## src/rtl/muldiv_pkg.sv

```systemverilog
// Shared definitions for the M-extension multiply/divide unit.
package muldiv_pkg;

  // funct3 encodings of the M-extension operations.
  localparam logic [2:0] OP_MUL    = 3'b000;
  localparam logic [2:0] OP_MULH   = 3'b001;
  localparam logic [2:0] OP_MULHSU = 3'b010;
  localparam logic [2:0] OP_MULHU  = 3'b011;
  localparam logic [2:0] OP_DIV    = 3'b100;
  localparam logic [2:0] OP_DIVU   = 3'b101;
  localparam logic [2:0] OP_REM    = 3'b110;
  localparam logic [2:0] OP_REMU   = 3'b111;

  // Iteration counter width, wide enough for XLEN up to 64.
  localparam int CNT_W = 7;

  typedef enum logic [1:0] {
    S_IDLE = 2'd0,
    S_CALC = 2'd1,
    S_SIGN = 2'd2,
    S_DONE = 2'd3
  } state_e;

  // Divide/remainder ops all have funct3[2] set.
  function automatic logic is_div(input logic [2:0] op);
    return op[2];
  endfunction

  // rs1 is read as signed for these ops (MUL low half is sign-agnostic).
  function automatic logic a_is_signed(input logic [2:0] op);
    return (op == OP_MUL) || (op == OP_MULH) || (op == OP_MULHSU) ||
           (op == OP_DIV) || (op == OP_REM);
  endfunction

  // rs2 is read as signed for these ops.
  function automatic logic b_is_signed(input logic [2:0] op);
    return (op == OP_MUL) || (op == OP_MULH) || (op == OP_DIV) || (op == OP_REM);
  endfunction

endpackage

```

## src/rtl/muldiv_if.sv

```systemverilog
// Request/result bundle between the execute stage and the multiply/divide unit.
//
// Handshake: a request is taken on a rising edge where valid_in && ready_out
// && !flush. ready_out is high only while the unit is idle; busy is its
// inverse and stalls the front of the pipeline. result_valid is a single-cycle
// pulse with no backpressure; result and rd_out are only meaningful while it
// is high. flush kills any in-flight op and blocks a same-cycle request.
interface muldiv_if #(
  parameter int XLEN  = 32,
  parameter int TAG_W = 5
) ();
  import muldiv_pkg::*;

  logic             valid_in;
  logic             ready_out;
  logic [2:0]       op;
  logic [XLEN-1:0]  a_in;
  logic [XLEN-1:0]  b_in;
  logic [TAG_W-1:0] rd_in;
  logic             flush;
  logic             busy;
  logic             result_valid;
  logic [XLEN-1:0]  result;
  logic [TAG_W-1:0] rd_out;
  state_e           dbg_state;
  logic [CNT_W-1:0] dbg_count;

  modport master (
    output valid_in, op, a_in, b_in, rd_in, flush,
    input  ready_out, busy, result_valid, result, rd_out, dbg_state, dbg_count
  );

  modport slave (
    input  valid_in, op, a_in, b_in, rd_in, flush,
    output ready_out, busy, result_valid, result, rd_out, dbg_state, dbg_count
  );

endinterface

```

## src/rtl/muldiv_iter_core.sv

```systemverilog
// One iteration of the shared shift/add datapath: a shift-add multiply step
// or a restoring-divide step, both built around one XLEN+1-bit adder.
module muldiv_iter_core #(
  parameter int XLEN = 32
) (
  input  logic [XLEN-1:0] hi_i,       // partial product high half / partial remainder
  input  logic [XLEN-1:0] lo_i,       // multiplier bits / dividend-then-quotient bits
  input  logic [XLEN-1:0] b_i,        // multiplicand / divisor magnitude
  input  logic            div_mode_i,
  output logic [XLEN-1:0] hi_o,
  output logic [XLEN-1:0] lo_o
);

  logic [XLEN:0]   op1;
  logic [XLEN:0]   op2;
  logic            cin;
  logic [XLEN+1:0] sum;
  logic            ge;

  // Multiply: add multiplicand when the low multiplier bit is set, then shift
  // the whole {carry,hi,lo} right. Divide: shift remainder left by one dividend
  // bit, trial-subtract the divisor, keep the difference when no borrow.
  always_comb begin
    op1  = '0;
    op2  = '0;
    cin  = 1'b0;
    ge   = 1'b0;
    hi_o = hi_i;
    lo_o = lo_i;
    if (div_mode_i) begin
      op1 = {hi_i, lo_i[XLEN-1]};
      op2 = ~{1'b0, b_i};
      cin = 1'b1;
    end else begin
      op1 = {1'b0, hi_i};
      op2 = lo_i[0] ? {1'b0, b_i} : '0;
    end
    sum = {1'b0, op1} + {1'b0, op2} + {{(XLEN+1){1'b0}}, cin};
    if (div_mode_i) begin
      ge   = sum[XLEN+1];
      hi_o = ge ? sum[XLEN-1:0] : op1[XLEN-1:0];
      lo_o = {lo_i[XLEN-2:0], ge};
    end else begin
      hi_o = sum[XLEN:1];
      lo_o = {sum[0], lo_i[XLEN-1:1]};
    end
  end

endmodule

```

## src/rtl/muldiv_unit.sv

```systemverilog
// Multi-cycle RV32M/RV64M multiply/divide unit beside the execute-stage ALU.
module muldiv_unit
  import muldiv_pkg::*;
#(
  parameter int XLEN     = 32,
  parameter int MUL_FAST = 0,
  parameter int TAG_W    = 5
) (
  input logic     clk,
  input logic     rst,
  muldiv_if.slave bus
);

  localparam logic [XLEN-1:0] MIN_NEG = {1'b1, {(XLEN-1){1'b0}}};

  state_e           state_q, state_d;
  logic [CNT_W-1:0] cnt_q, cnt_d;
  logic [2:0]       op_q;
  logic             neg_q;
  logic [XLEN-1:0]  hi_q, lo_q, b_q;
  logic [TAG_W-1:0] tag_q;
  logic [XLEN-1:0]  result_q;
  logic [TAG_W-1:0] rd_q;

  logic             accept;
  logic             a_sext, b_sext;
  logic [XLEN-1:0]  a_abs, b_abs;
  logic             div_zero, ovf, fast, neg_acc;
  logic [XLEN-1:0]  fast_res;
  logic [2*XLEN-1:0] fa, fb, fprod;
  logic [XLEN-1:0]  hi_nx, lo_nx;
  logic [2*XLEN-1:0] mag, prod;
  logic [XLEN-1:0]  qr, qr_s, sign_res;

  assign accept = bus.valid_in && (state_q == S_IDLE) && !bus.flush;

  // Decode the incoming request: magnitudes, sign of result, and whether the
  // answer is known right away (divide special cases or the fast multiplier).
  always_comb begin
    a_sext   = a_is_signed(bus.op) & bus.a_in[XLEN-1];
    b_sext   = b_is_signed(bus.op) & bus.b_in[XLEN-1];
    a_abs    = a_sext ? -bus.a_in : bus.a_in;
    b_abs    = b_sext ? -bus.b_in : bus.b_in;
    div_zero = is_div(bus.op) && (bus.b_in == '0);
    ovf      = ((bus.op == OP_DIV) || (bus.op == OP_REM)) &&
               (bus.a_in == MIN_NEG) && (bus.b_in == '1);
    fast     = is_div(bus.op) ? (div_zero || ovf) : (MUL_FAST != 0);
    // Remainder follows the dividend; everything else is sign(a) xor sign(b).
    neg_acc  = (bus.op == OP_REM) ? a_sext : (a_sext ^ b_sext);
    // Low 2*XLEN bits of the sign-extended product are exact.
    fa       = {{XLEN{a_sext}}, bus.a_in};
    fb       = {{XLEN{b_sext}}, bus.b_in};
    fprod    = fa * fb;
    fast_res = '0;
    if (is_div(bus.op)) begin
      if (div_zero) fast_res = bus.op[1] ? bus.a_in : '1;
      else          fast_res = bus.op[1] ? '0 : bus.a_in;
    end else begin
      fast_res = (bus.op == OP_MUL) ? fprod[XLEN-1:0] : fprod[2*XLEN-1:XLEN];
    end
  end

  muldiv_iter_core #(.XLEN(XLEN)) u_core (
    .hi_i       (hi_q),
    .lo_i       (lo_q),
    .b_i        (b_q),
    .div_mode_i (is_div(op_q)),
    .hi_o       (hi_nx),
    .lo_o       (lo_nx)
  );

  // Sign fix-up: negate the magnitude result if needed and pick the half.
  always_comb begin
    mag      = {hi_q, lo_q};
    prod     = neg_q ? -mag : mag;
    qr       = op_q[1] ? hi_q : lo_q;
    qr_s     = neg_q ? -qr : qr;
    sign_res = '0;
    if (is_div(op_q))         sign_res = qr_s;
    else if (op_q == OP_MUL)  sign_res = prod[XLEN-1:0];
    else                      sign_res = prod[2*XLEN-1:XLEN];
  end

  // Next-state and iteration counter; flush abandons any in-flight op.
  always_comb begin
    state_d = state_q;
    cnt_d   = cnt_q;
    case (state_q)
      S_IDLE: begin
        if (accept) begin
          state_d = fast ? S_DONE : S_CALC;
          cnt_d   = '0;
        end
      end
      S_CALC: begin
        if (cnt_q == CNT_W'(XLEN-1)) begin
          state_d = S_SIGN;
          cnt_d   = '0;
        end else begin
          cnt_d = cnt_q + 1'b1;
        end
      end
      S_SIGN:  state_d = S_DONE;
      S_DONE:  state_d = S_IDLE;
      default: state_d = S_IDLE;
    endcase
    if (bus.flush && (state_q != S_IDLE)) begin
      state_d = S_IDLE;
      cnt_d   = '0;
    end
  end

  // State register.
  always_ff @(posedge clk) begin
    if (rst) begin
      state_q <= S_IDLE;
      cnt_q   <= '0;
    end else begin
      state_q <= state_d;
      cnt_q   <= cnt_d;
    end
  end

  // Operand latch, iteration registers and held result/tag.
  always_ff @(posedge clk) begin
    if (rst) begin
      op_q     <= '0;
      neg_q    <= 1'b0;
      hi_q     <= '0;
      lo_q     <= '0;
      b_q      <= '0;
      tag_q    <= '0;
      result_q <= '0;
      rd_q     <= '0;
    end else begin
      if (accept) begin
        op_q  <= bus.op;
        neg_q <= neg_acc;
        hi_q  <= '0;
        lo_q  <= a_abs;
        b_q   <= b_abs;
        tag_q <= bus.rd_in;
        if (fast) begin
          result_q <= fast_res;
          rd_q     <= bus.rd_in;
        end
      end else if (state_q == S_CALC) begin
        hi_q <= hi_nx;
        lo_q <= lo_nx;
      end
      if ((state_q == S_SIGN) && !bus.flush) begin
        result_q <= sign_res;
        rd_q     <= tag_q;
      end
    end
  end

  assign bus.ready_out    = (state_q == S_IDLE);
  assign bus.busy         = (state_q != S_IDLE);
  assign bus.result_valid = (state_q == S_DONE) && !bus.flush;
  assign bus.result       = result_q;
  assign bus.rd_out       = rd_q;
  assign bus.dbg_state    = state_q;
  assign bus.dbg_count    = cnt_q;

endmodule

```

## src/flat_wrapper.sv

```systemverilog
// flat-port wrapper written by rule: the top's interface ports become plain ports
module muldiv_unit_flat import muldiv_pkg::*;
#(
  parameter int XLEN     = 32,
  parameter int MUL_FAST = 0,
  parameter int TAG_W    = 5
)
  (clk, rst, bus_valid_in, bus_op, bus_a_in, bus_b_in, bus_rd_in, bus_flush, bus_ready_out, bus_busy, bus_result_valid, bus_result, bus_rd_out, bus_dbg_state, bus_dbg_count);
  muldiv_if #(.XLEN(XLEN), .TAG_W(TAG_W)) bus_i ();
  input logic clk;
  input logic rst;
  input wire logic [$bits(bus_i.valid_in)-1:0] bus_valid_in;
  input wire logic [$bits(bus_i.op)-1:0] bus_op;
  input wire logic [$bits(bus_i.a_in)-1:0] bus_a_in;
  input wire logic [$bits(bus_i.b_in)-1:0] bus_b_in;
  input wire logic [$bits(bus_i.rd_in)-1:0] bus_rd_in;
  input wire logic [$bits(bus_i.flush)-1:0] bus_flush;
  output wire logic [$bits(bus_i.ready_out)-1:0] bus_ready_out;
  output wire logic [$bits(bus_i.busy)-1:0] bus_busy;
  output wire logic [$bits(bus_i.result_valid)-1:0] bus_result_valid;
  output wire logic [$bits(bus_i.result)-1:0] bus_result;
  output wire logic [$bits(bus_i.rd_out)-1:0] bus_rd_out;
  output wire logic [$bits(bus_i.dbg_state)-1:0] bus_dbg_state;
  output wire logic [$bits(bus_i.dbg_count)-1:0] bus_dbg_count;
  assign bus_i.valid_in = bus_valid_in;
  assign bus_i.op = bus_op;
  assign bus_i.a_in = bus_a_in;
  assign bus_i.b_in = bus_b_in;
  assign bus_i.rd_in = bus_rd_in;
  assign bus_i.flush = bus_flush;
  assign bus_ready_out = bus_i.ready_out;
  assign bus_busy = bus_i.busy;
  assign bus_result_valid = bus_i.result_valid;
  assign bus_result = bus_i.result;
  assign bus_rd_out = bus_i.rd_out;
  assign bus_dbg_state = bus_i.dbg_state;
  assign bus_dbg_count = bus_i.dbg_count;
  muldiv_unit #(.XLEN(XLEN), .MUL_FAST(MUL_FAST), .TAG_W(TAG_W)) u_core (.clk(clk), .rst(rst), .bus(bus_i));
endmodule
```

## config.mk

```make
export PLATFORM = sky130hd
export DESIGN_NAME = muldiv_unit_flat
export DESIGN_NICKNAME = d
export VERILOG_FILES = /design/src/rtl/muldiv_pkg.sv /design/src/rtl/muldiv_if.sv /design/src/rtl/muldiv_iter_core.sv /design/src/rtl/muldiv_unit.sv /design/src/flat_wrapper.sv
export SDC_FILE = /design/constraint.sdc
export NUM_CORES = 2
export LEC_CHECK = 0
export BUFFER_PORTS_ARGS = -buffer_cell sky130_fd_sc_hd__buf_2
export CORE_ASPECT_RATIO = 0.6
export CORE_UTILIZATION = 35
export DETAILED_ROUTE_END_ITERATION = 16
export GPL_TIMING_DRIVEN = 0
export SLEW_MARGIN = 40
export SYNTH_ARGS = -nofsm -noshare
export SYNTH_HDL_FRONTEND = slang
export SYNTH_SLANG_ARGS = --single-unit
```

## constraint.sdc

```tcl
create_clock -name clk -period 21 [get_ports clk]
set_input_delay 4.2 -clock clk [delete_from_list [all_inputs] [get_ports clk]]
set_output_delay 4.2 -clock clk [all_outputs]
set_load 0.01 [all_outputs]
```

==> flow_summary.ini <==
[floorplanning]
initial_utilization = 0.3556
die_x_um = 498.9
die_h_um = 300.2
rows = 108
core_area_mm2 = 0.1458
num_io_pins = 125
die_area_mm2 = 0.1497

[grt]
first_global_vias = 46241
antenna_found_initial = 43
grt_first_pass_wirelength_mm = 371.4
overflow = 0
track_usage = 0.3566
grt_max_degree = 20

[cells_and_area]
mostFrequentLayoutCells = inv_1 (1179), fa_1 (1101), nand2_1 (975)
fin_nets = 7740
drive_gt1_frac = 0.07380
mostFrequentLayoutCell = inv_1
area_delta_synth_final_pct = 7.897
fillCellCount = 15124

[synthesis]
netlist_area_mm2 = 0.05185
synth-main-ff-cell = dfxtp_1
synth_warnings = 0
synth_edf_count = 0
synthCells = 6183
yosysUniqueCellTypes = 98
async_reset_ff_frac = 0
synth.ff_latch_count = 151
avgSynthCellArea_um2 = 8.387
synth-seq-area-share = 0.05830
synth_fp_nets = 7622

[cts]
cts_hold_buf = 0
ctsResizeCount = 0
clock-sinks = 151
cts_tree = yes
htree_levels = 4
cts_setup_buffers = 0
clock_path_buffers = 2
clk_pin_slew_worst_paths_ps = 80
clockRootBuffer = clkbuf_16
numCtsBuffers = 17
clk_latency_ps = 510

[timing]
setup_viol = 0
fin_setup_tns_ps = 0
fmax_mhz = 62.11
timing.clock.skew_ps = 15.13
slew_headroom = 0.2220
fin_crit_ps = 16100
period_share = 0.7666
worst_slew_pin_slew_ps = 1138
hold_viol = 0
rsz0062_at_grt = false
final_max_slew_viol_count = 0

[flow_run]
maxCapViolCount = 0

[detailed_routing]
drcViolationCount = 0
drtPass1Iterations = 9
vias = 47587
drtIter0Drc = 7503
via_per_inst = 5.767
ant_nets = 0
totalWireLength_mm = 266.2
routedWlPerCell_um = 32.26

[setup_path]
critPathBufInv = 12
cp_max_fo = 10
critPathLaunchType = input pin
crit_type = input pin to flop
path_delay_family = adder cells
required_ps = 21340
cp_slowest_cell = clkbuf_1
critPathMaxStageDelay_ps = 720
end_kind = flop
arrival_ps = 16440

[run_status]
status = complete, no violations

[place]
dp_hpwl_mm = 222.6
port_buffers = 86
gp_congestion = 1.091

[min_path]
hp-class = flop to flop
-- through the flow --
step           cell area, µm²  setup slack (ps)  cells    util  hold slack, ps
2_1_floorplan           51850              8107   6183       -           436.7
3_5_place_dp            55180              4625   8206  0.3784           450.2
3_3_place_gp            54690              2686   8194  0.3751           441.9
5_1_grt                 55930              4661   8245  0.3836           483.3
6_report                55950              4901   8251  0.3837           461.8
4_1_cts                 55790              5056   8238  0.3827           461.2
-- metal layers --
metal  track usage  vias to the layer above  wire length [µm]
met2        0.4141                     3550             89520
met4       0.07195                       24              6562
met5             0                        -               266
met1        0.5416                    24247            120300
li1              -                    19381                 -
met3        0.2067                      385             49550
-- worst register-to-register path, cell delays in order (launching register included) --
cell	delay [ps]
dfxtp_1	530
buf_2	380
buf_2	380
buf_2	420
buf_2	480
buf_2	500
buf_2	570
mux2i_1	320
ha_1	340
nor4bb_1	640
o22ai_1	420
nor2_1	250
nand4_1	610
nand2b_1	470
o21ai_0	690
xor2_1	150
a31oi_1	500
a311oi_1	170
-- state kept, by name, summed over array words and instances (netlist names) --
name,cells
u_core.neg_q,1
u_core.lo_q,32
u_core.tag_q,5
u_core.bus.dbg_state,2
u_core.b_q,32
u_core.bus.dbg_count,7
u_core.bus.rd_out,5
u_core.op_q,3
u_core.hi_q,32
u_core.bus.result,32
-- synthesized netlist by cell type, types with 6 or more instances --
| library cell | instances | share of area |
|---|---|---|
| buf_1 | 98 | 0.0071 |
| fa_1 | 1102 | 0.43 |
| or4_1 | 19 | 0.0028 |
| o21bai_1 | 11 | 0.0016 |
| a22o_1 | 17 | 0.0029 |
| clkbuf_1 | 331 | 0.024 |
| nor2b_1 | 7 | 0.00084 |
| and2_1 | 296 | 0.036 |
| nand4_1 | 25 | 0.0030 |
| inv_1 | 1179 | 0.085 |
| o22ai_1 | 8 | 0.00097 |
| a21o_1 | 38 | 0.0055 |
| dfxtp_1 | 151 | 0.058 |
| a211oi_1 | 145 | 0.021 |
| and3_1 | 27 | 0.0033 |
| mux2i_1 | 114 | 0.022 |
| o41ai_1 | 17 | 0.0029 |
| a311oi_1 | 12 | 0.0020 |
| xnor2_1 | 106 | 0.018 |
| a31oi_1 | 29 | 0.0035 |
| o21a_1 | 14 | 0.0020 |
| maj3_1 | 18 | 0.0035 |
| a32o_1 | 7 | 0.0014 |
| nand3_1 | 46 | 0.0044 |
| o31ai_1 | 30 | 0.0043 |
| a2111oi_0 | 15 | 0.0025 |
| ha_1 | 261 | 0.063 |
| o211ai_1 | 15 | 0.0022 |
| nor3b_1 | 8 | 0.0012 |
| a211o_1 | 7 | 0.0012 |
| nor3_1 | 78 | 0.0075 |
| buf_2 | 31 | 0.0030 |
| o21ai_1 | 6 | 0.00058 |
| or3_1 | 38 | 0.0046 |
| mux2_2 | 35 | 0.0076 |
| or2_2 | 14 | 0.0017 |
| nand2_1 | 976 | 0.071 |
| nand3b_1 | 7 | 0.0010 |
| nand2b_1 | 27 | 0.0033 |
| a21oi_1 | 188 | 0.018 |
| xor2_1 | 69 | 0.012 |
| a221oi_1 | 8 | 0.0014 |
| nor4_1 | 22 | 0.0027 |
| o21ai_0 | 167 | 0.016 |
| nor2_1 | 251 | 0.018 |
-- area by class of cell --
class / count / area, µm² / share of cell area
Inverter: 1183 / 4441 / 0.07937
Multi-Input combinational cell: 4383 / 42750 / 0.7640
Timing Repair Buffer: 99 / 641.9 / 0.01147
Tap cell: 1925 / 2409 / 0.04305
Clock inverter: 15 / 193.9 / 0.003466
Antenna cell: 12 / 30.03 / 0.0005367
Clock buffer: 17 / 425.4 / 0.007603
Sequential cell: 151 / 3024 / 0.05405
Buffer: 466 / 2038 / 0.03643
-- kinds of logic (layout without fill, tap and decap cells) --
| group | after synthesis | after routing | share of synthesized area |
|---|---|---|---|
| AOI/OAI and AO/OA | 798 | 798 | 0.1018 |
| xor gates and xnor gates | 175 | 175 | 0.02956 |
| adders and majority gates | 1382 | 1382 | 0.4921 |
| buffers and inverters | 1649 | 1780 | 0.1206 |
| DFF | 151 | 151 | 0.05830 |
| muxes | 149 | 149 | 0.02961 |
| other | 0 | 12 | 0 |
| and+or+nand+nor | 1879 | 1879 | 0.1680 |
-- worst paths after layout --
kind                                      start                     to  slack, ps  depth (start not counted)
worst max-delay path                  bus_op[2]  u_core.bus.result[30]       4900                         34
worst max register to register   u_core.op_q[1]  u_core.bus.result[26]      13020                         17
worst min register to register  u_core.tag_q[2]        u_core.tag_q[2]        460                          2
worst min-delay path            u_core.tag_q[2]        u_core.tag_q[2]        460                          2
Power is left out: the tool's default activity adds up to more than one toggle a clock period on the data nets, which glitch-free logic cannot reach.
